===== src/rtl/dmem_arbiter_pkg.sv =====
// Shared types and constants for the data-memory port arbiter.
package dmem_arbiter_pkg;

    typedef enum logic [1:0] {
        Byte_Access     = 2'b00,
        Halfword_Access = 2'b01,
        Word_Access     = 2'b10,
        Reserved        = 2'b11
    } access_size_e;

    typedef enum logic {
        OWNER_INSTR,
        OWNER_DATA
    } arb_owner_e;

    typedef enum logic {
        ARB_IDLE,
        ARB_WAIT_RESP
    } arb_state_e;

    localparam logic [31:0] ARB_TIMEOUT_RDATA = 32'hDEAD_BEEF;

endpackage


===== src/rtl/dmem_arbiter_if.sv =====
// Memory-side request/response bus of the arbiter; master = arbiter, slave = memory macro.
interface dmem_arbiter_if;
    import dmem_arbiter_pkg::*;

    logic         mem_req_o;
    logic [31:0]  mem_addr_o;
    access_size_e mem_byte_en_o;
    logic         mem_wr_o;
    logic [31:0]  mem_wr_data_o;
    logic         mem_gnt_i;
    logic         mem_rvalid_i;
    logic [31:0]  mem_rdata_i;

    modport master (
        output mem_req_o, mem_addr_o, mem_byte_en_o, mem_wr_o, mem_wr_data_o,
        input  mem_gnt_i, mem_rvalid_i, mem_rdata_i
    );

    modport slave (
        input  mem_req_o, mem_addr_o, mem_byte_en_o, mem_wr_o, mem_wr_data_o,
        output mem_gnt_i, mem_rvalid_i, mem_rdata_i
    );

endinterface


===== src/rtl/dmem_arb_timer.sv =====
// Saturating cycle counter with synchronous clear and a terminal-count flag.
module dmem_arb_timer #(
    parameter int TERMINAL = 15
) (
    input  logic clk,
    input  logic reset,
    input  logic clear,
    input  logic enable,
    output logic terminal
);

    localparam logic [7:0] TC = 8'(TERMINAL);

    logic [7:0] count;

    // Holds at the terminal value so the flag stays stable until cleared.
    always_ff @(posedge clk) begin
        if (reset || clear) begin
            count <= '0;
        end else if (enable && (count != TC)) begin
            count <= count + 8'd1;
        end
    end

    assign terminal = (count == TC);

endmodule


===== src/rtl/dmem_arbiter.sv =====
// Arbitrates fetch and load/store onto one memory port; one outstanding read with timeout.
// Optional perf counters enabled by defining DMEM_ARB_PERF_CNT_EN.
module dmem_arbiter
    import dmem_arbiter_pkg::*;
#(
    parameter int MAX_DATA_STREAK = 4,
    parameter int TIMEOUT_CYCLES  = 16
) (
    input  logic         clk,
    input  logic         reset,
    input  logic         instr_req_i,
    input  logic [31:0]  instr_addr_i,
    output logic         instr_gnt_o,
    output logic         instr_rvalid_o,
    output logic [31:0]  instr_rdata_o,
    input  logic         data_req_i,
    input  logic [31:0]  data_addr_i,
    input  access_size_e data_byte_en_i,
    input  logic         data_wr_i,
    input  logic [31:0]  data_wr_data_i,
    output logic         data_gnt_o,
    output logic         data_rvalid_o,
    output logic [31:0]  data_rdata_o,
    output logic         bus_err_o,
    dmem_arbiter_if.master mem
`ifdef DMEM_ARB_PERF_CNT_EN
    ,
    output logic [31:0]  instr_grant_cnt_o,
    output logic [31:0]  data_grant_cnt_o,
    output logic [31:0]  stall_cnt_o
`endif
);

    localparam logic [3:0] STREAK_MAX = 4'(MAX_DATA_STREAK);

    arb_state_e state, next_state;
    arb_owner_e owner;
    logic [3:0] streak;
    logic       instr_wins;
    logic       handshake;
    logic       read_hs;
    logic       timer_tc;

    dmem_arb_timer #(
        .TERMINAL (TIMEOUT_CYCLES - 1)
    ) u_timer (
        .clk      (clk),
        .reset    (reset),
        .clear    (read_hs),
        .enable   (state == ARB_WAIT_RESP),
        .terminal (timer_tc)
    );

    always_ff @(posedge clk) begin
        if (reset) begin
            state  <= ARB_IDLE;
            owner  <= OWNER_DATA;
            streak <= '0;
        end else begin
            state <= next_state;
            if (read_hs) begin
                owner <= instr_wins ? OWNER_INSTR : OWNER_DATA;
            end
            // Streak only counts data wins that actually held off a waiting fetch.
            if (handshake) begin
                if (!instr_wins && instr_req_i) begin
                    streak <= (streak == STREAK_MAX) ? STREAK_MAX : streak + 4'd1;
                end else begin
                    streak <= '0;
                end
            end
        end
    end

    always_comb begin
        next_state        = state;
        instr_wins        = 1'b0;
        handshake         = 1'b0;
        read_hs           = 1'b0;
        instr_gnt_o       = 1'b0;
        instr_rvalid_o    = 1'b0;
        instr_rdata_o     = '0;
        data_gnt_o        = 1'b0;
        data_rvalid_o     = 1'b0;
        data_rdata_o      = '0;
        bus_err_o         = 1'b0;
        mem.mem_req_o     = 1'b0;
        mem.mem_addr_o    = '0;
        mem.mem_byte_en_o = Byte_Access;
        mem.mem_wr_o      = 1'b0;
        mem.mem_wr_data_o = '0;

        if (!reset) begin
            unique case (state)
                ARB_IDLE: begin
                    instr_wins    = instr_req_i && (!data_req_i || (streak == STREAK_MAX));
                    mem.mem_req_o = instr_req_i | data_req_i;
                    if (instr_wins) begin
                        mem.mem_addr_o    = instr_addr_i;
                        mem.mem_byte_en_o = Word_Access;
                        instr_gnt_o       = mem.mem_gnt_i;
                    end else if (data_req_i) begin
                        mem.mem_addr_o    = data_addr_i;
                        mem.mem_byte_en_o = data_byte_en_i;
                        mem.mem_wr_o      = data_wr_i;
                        mem.mem_wr_data_o = data_wr_data_i;
                        data_gnt_o        = mem.mem_gnt_i;
                    end
                    handshake = mem.mem_req_o & mem.mem_gnt_i;
                    read_hs   = handshake & ~mem.mem_wr_o;
                    if (read_hs) begin
                        next_state = ARB_WAIT_RESP;
                    end
                end
                ARB_WAIT_RESP: begin
                    // A real response beats a coincident timeout.
                    if (mem.mem_rvalid_i || timer_tc) begin
                        next_state = ARB_IDLE;
                        bus_err_o  = ~mem.mem_rvalid_i;
                        if (owner == OWNER_INSTR) begin
                            instr_rvalid_o = 1'b1;
                            instr_rdata_o  = mem.mem_rvalid_i ? mem.mem_rdata_i : ARB_TIMEOUT_RDATA;
                        end else begin
                            data_rvalid_o = 1'b1;
                            data_rdata_o  = mem.mem_rvalid_i ? mem.mem_rdata_i : ARB_TIMEOUT_RDATA;
                        end
                    end
                end
                default: next_state = ARB_IDLE;
            endcase
        end
    end

`ifdef DMEM_ARB_PERF_CNT_EN
    always_ff @(posedge clk) begin
        if (reset) begin
            instr_grant_cnt_o <= '0;
            data_grant_cnt_o  <= '0;
            stall_cnt_o       <= '0;
        end else begin
            if (handshake && instr_wins) begin
                instr_grant_cnt_o <= instr_grant_cnt_o + 32'd1;
            end
            if (handshake && !instr_wins) begin
                data_grant_cnt_o <= data_grant_cnt_o + 32'd1;
            end
            if ((instr_req_i || data_req_i) && !instr_gnt_o && !data_gnt_o) begin
                stall_cnt_o <= stall_cnt_o + 32'd1;
            end
        end
    end
`endif

endmodule


===== src/flat_wrapper.sv =====
// flat-port wrapper written by rule: the top's interface ports become plain ports
module dmem_arbiter_flat import dmem_arbiter_pkg::*;
#(
    parameter int MAX_DATA_STREAK = 4,
    parameter int TIMEOUT_CYCLES  = 16
)
  (clk, reset, instr_req_i, instr_addr_i, instr_gnt_o, instr_rvalid_o, instr_rdata_o, data_req_i, data_addr_i, data_byte_en_i, data_wr_i, data_wr_data_i, data_gnt_o, data_rvalid_o, data_rdata_o, bus_err_o, mem_mem_req_o, mem_mem_addr_o, mem_mem_byte_en_o, mem_mem_wr_o, mem_mem_wr_data_o, mem_mem_gnt_i, mem_mem_rvalid_i, mem_mem_rdata_i);
  dmem_arbiter_if mem_i ();
  input  logic clk;
  input  logic reset;
  input  logic instr_req_i;
  input  logic [31:0] instr_addr_i;
  output logic instr_gnt_o;
  output logic instr_rvalid_o;
  output logic [31:0] instr_rdata_o;
  input  logic data_req_i;
  input  logic [31:0] data_addr_i;
  input  access_size_e data_byte_en_i;
  input  logic data_wr_i;
  input  logic [31:0] data_wr_data_i;
  output logic data_gnt_o;
  output logic data_rvalid_o;
  output logic [31:0] data_rdata_o;
  output logic bus_err_o;
  output wire logic [$bits(mem_i.mem_req_o)-1:0] mem_mem_req_o;
  output wire logic [$bits(mem_i.mem_addr_o)-1:0] mem_mem_addr_o;
  output wire logic [$bits(mem_i.mem_byte_en_o)-1:0] mem_mem_byte_en_o;
  output wire logic [$bits(mem_i.mem_wr_o)-1:0] mem_mem_wr_o;
  output wire logic [$bits(mem_i.mem_wr_data_o)-1:0] mem_mem_wr_data_o;
  input wire logic [$bits(mem_i.mem_gnt_i)-1:0] mem_mem_gnt_i;
  input wire logic [$bits(mem_i.mem_rvalid_i)-1:0] mem_mem_rvalid_i;
  input wire logic [$bits(mem_i.mem_rdata_i)-1:0] mem_mem_rdata_i;
  assign mem_mem_req_o = mem_i.mem_req_o;
  assign mem_mem_addr_o = mem_i.mem_addr_o;
  assign mem_mem_byte_en_o = mem_i.mem_byte_en_o;
  assign mem_mem_wr_o = mem_i.mem_wr_o;
  assign mem_mem_wr_data_o = mem_i.mem_wr_data_o;
  assign mem_i.mem_gnt_i = mem_mem_gnt_i;
  assign mem_i.mem_rvalid_i = mem_mem_rvalid_i;
  assign mem_i.mem_rdata_i = mem_mem_rdata_i;
  dmem_arbiter #(.MAX_DATA_STREAK(MAX_DATA_STREAK), .TIMEOUT_CYCLES(TIMEOUT_CYCLES)) u_core (.clk(clk), .reset(reset), .instr_req_i(instr_req_i), .instr_addr_i(instr_addr_i), .instr_gnt_o(instr_gnt_o), .instr_rvalid_o(instr_rvalid_o), .instr_rdata_o(instr_rdata_o), .data_req_i(data_req_i), .data_addr_i(data_addr_i), .data_byte_en_i(data_byte_en_i), .data_wr_i(data_wr_i), .data_wr_data_i(data_wr_data_i), .data_gnt_o(data_gnt_o), .data_rvalid_o(data_rvalid_o), .data_rdata_o(data_rdata_o), .bus_err_o(bus_err_o), .mem(mem_i));
endmodule

===== config.mk =====
export PLATFORM = sky130hd
export DESIGN_NAME = dmem_arbiter_flat
export DESIGN_NICKNAME = d
export VERILOG_FILES = /design/src/rtl/dmem_arbiter_pkg.sv /design/src/rtl/dmem_arbiter_if.sv /design/src/rtl/dmem_arb_timer.sv /design/src/rtl/dmem_arbiter.sv /design/src/flat_wrapper.sv
export SDC_FILE = /design/constraint.sdc
export NUM_CORES = 1
export LEC_CHECK = 0
export CAP_MARGIN = 20
export CORE_AREA = 5 5 104 106
export DETAILED_ROUTE_END_ITERATION = 10
export DIE_AREA = 0 0 109 111
export PLACE_DENSITY = 0.71
export SETUP_SLACK_MARGIN = 0.1
export SYNTH_ARGS = -nofsm -noshare
export SYNTH_HDL_FRONTEND = slang
export SYNTH_SLANG_ARGS = --single-unit

===== constraint.sdc =====
create_clock -name clk -period 2.2 [get_ports clk]
set_input_delay 0.22 -clock clk [delete_from_list [all_inputs] [get_ports clk]]
set_output_delay 0.22 -clock clk [all_outputs]
set_load 0.1 [all_outputs]

==> impl_metrics.tcl <==
set metrics [dict create \
    grt-busiest-layer "met2" \
    grt_use_met1_pct 26.8 \
    hold_path.class "reg2reg" \
    crit_type "in2out" \
    power.total_mw 2.31 \
    ctsHtreeMaxLevel 1 \
    area_growth_syn_to_layout_pct 270 \
    timing.slew.headroom_pct 60.6 \
    cts_sinks 14 \
    ant_nets 0 \
    skew_ns 0.00165 \
    wl_per_cell_um 26.1 \
    synthesis.yosys.warnings 0 \
    reg2reg_to "u_core.owner" \
    die_area_um2 12100 \
    setup.worst_path.start "mem_mem_rvalid_i" \
    grt.total_usage_pct 26.2 \
    via_per_inst 5.24 \
    r2r_slack_ns 0.38 \
    setup_tns_ns 0 \
    synthesis.area_um2 2050 \
    crit_family "buffers and inverters" \
    drive_gt1_share_pct 55.8 \
    use_met3_pct 9.44 \
    netlist_instances 298 \
    timing.fmax_mhz 459 \
    die_h_um 111 \
    synthArstFlopShare_pct 0 \
    place.gp.congestion 0.849 \
    crit_slowest_cell "clkdlybuf4s50_1" \
    clkLatencyLatePin_ns 0.25 \
    cts_hold_buf 0 \
    end_kind "output pin" \
    drt_iter0_drc 155 \
    grt_pass1_wl_um 24100 \
    critical_path.max_fanout 24 \
    hold_start "u_core.streak[3]" \
    first_pass_iters 4 \
    io_pins 274 \
    hold_viol_final 0 \
    synthTopCellsByArea "a22o_1 (14%), dfxtp_1 (14%), nor3_1 (12%), and2_1 (11%), nor2b_1 (7.3%)" \
    synth_ff_type "dfxtp_1" \
    synth_edf_count 0 \
    ys_seq_area_share_pct 13.7 \
    ys_types 46 \
    syn_nets 438 \
    setup_viol 0 \
    reg2reg_depth 8 \
    crit_buf_inv 3 \
    dieWidth_um 109 \
    drc 0 \
    fillers 582 \
    grt_pass1_vias 3723 \
    yosysTopAreaCell "a22o_1" \
    numCtsBuffers 3 \
    instances_no_fill 714 \
    antenna_found_initial 0 \
    clkTransAtPathRegs_ns 0.07 \
    yosysTopAreaCellShare_pct 13.7 \
    crit_arrival_ns 1.96 \
    dpl.hpwl_um 13000 \
    std_cell_rows 36 \
    cts_max_path_buffers 2 \
    final_core_util_pct 78.3 \
    ir_drop_mv 0.196 \
    syn_area_per_cell_um2 6.88 \
    diodes 0 \
    tightest_slew_ns 0.590 \
    vias 3741 \
    start_util_pct 21.2 \
    drt-total-wl_um 18600 \
    status "completed" \
    grt.met2_usage_pct 48.9 \
    r2r-start "u_core.streak[0]" \
    leakage_nw 2.85 \
    power_density_nw_per_um2 304 \
    min_path_cells 2 \
    cts_tree "done" \
    clock-root-buffer "clkbuf_8" \
    finalWorstSetupSlack_ns 0.0229 \
    path_depth 5 \
    rsz0062_at_grt "yes" \
    gr-total-overflow 0 \
    fin_crit_sh_pct 99.0 \
    placed_cells 686 \
    core_um2 9680 \
    crit_required_ns 1.98 \
    cp-endpoint "instr_rdata_o[12]" \
    fin_nets 722 \
    crit_chain "clkdlybuf4s50_1 > buf_4 > nor2b_1 > nor3_4 > buf_12" \
    max_stage_delay_ns 0.59 \
    portBuffers 273 \
    fin_crit_ns 2.18 \
    synth-seq-cells 14 \
    max_cap_viol_count 0 \
    dp_worst_setup_slack_ns -0.0641 \
    drv_slew 0 \
    grt_max_degree 44 \
    crit_path_start_kind "input pin" \
]
-- power by group --
group | switching, mW | total, mW | internal, mW | leakage, nW
Combinational | 1.05 | 1.78 | 0.730 | 2.70
Sequential | 0.00607 | 0.263 | 0.257 | 0.116
Clock | 0.108 | 0.267 | 0.159 | 0.0288
-- worst min-delay path by stage --
| stage | end |
|---|---|
| 2_1_floorplan | u_core.streak[3] |
| 3_3_place_gp | u_core.streak[3] |
| 6_report | u_core.streak[3] |
| 3_5_place_dp | u_core.streak[3] |
| 4_1_cts | u_core.streak[3] |
| 5_1_grt | u_core.streak[3] |
-- layout by cell type, fill, tap and decap left out, types with 3 or more instances in the layout --
| master | instances |
|---|---|
| inv_1 | 3 |
| and2_2 | 35 |
| nor3_4 | 48 |
| clkbuf_8 | 4 |
| nor2_1 | 16 |
| o21ai_0 | 7 |
| o211ai_1 | 3 |
| buf_4 | 17 |
| nand2_1 | 15 |
| clkbuf_16 | 4 |
| nor2b_1 | 23 |
| a211oi_1 | 6 |
| dfxtp_1 | 10 |
| or3_1 | 3 |
| buf_6 | 3 |
| buf_12 | 144 |
| and3_4 | 6 |
| nand4_1 | 9 |
| a22o_4 | 16 |
| clkdlybuf4s50_1 | 134 |
| a21oi_1 | 3 |
| a22o_2 | 14 |
-- registers in the layout, indices dropped and copies added (netlist names) --
signal,cells
u_core.state,1
u_core.owner,1
u_core.u_timer.count,8
u_core.streak,4
-- cell usage after synthesis (4+ instances only) --
cell,number
nand4_1,9
buf_4,4
nor2_1,20
buf_2,12
dfxtp_1,14
a211oi_1,6
nand2_1,15
clkbuf_1,15
o21ai_0,7
inv_1,6
nor2b_1,24
a22o_1,32
nor3_1,50
and2_1,36
-- stage by stage --
stage	area, um2	hold slack [ns]
2_1_floorplan	2460	0.417
3_3_place_gp	6740	0.463
3_5_place_dp	6740	0.467
4_1_cts	7010	0.480
5_1_grt	7580	0.501
6_report	7580	0.480
-- timing repair --
item / CTS / global route
buffers inserted: 5 / 5
pin swaps: 3 / 57
gates resized for setup: 26 / 68
setup endpoints to repair: 115 / 107
cloned: 4 / 10
-- cell type report --
type / instances / area [um2] / area share, %
inverters: 6 / 25.0 / 0.330
repair buffers: 306 / 4550 / 60.0
well taps: 133 / 166 / 2.20
multi-input cells: 251 / 2500 / 32.9
flip-flops and latches: 14 / 290 / 3.83
clock buffers: 4 / 55.1 / 0.726
-- worst register-to-register path, stage by stage, from the launching register on --
cell,delay (ns)
dfxtp_4,0.37
inv_4,0.06
ha_4,0.14
nand4b_4,0.20
buf_4,0.20
buf_4,0.15
a311oi_4,0.27
buf_4,0.22
o32ai_1,0.11
-- cells by family after synthesis --
group	share of synthesized area, %
AO/OA/AOI/OAI	26.4
adder cells (fa/ha/maj)	1.83
buffers and inverters	9.33
flip-flops	13.7
AND/OR/NAND/NOR	48.7
-- layer usage --
metal	vias to the layer above	part of all wire (%)
met3	55	11
met5	-	0
met2	239	55
li1	1674	-
met4	0	4.3
met1	1773	30
(Power assumes the default switching activity.)
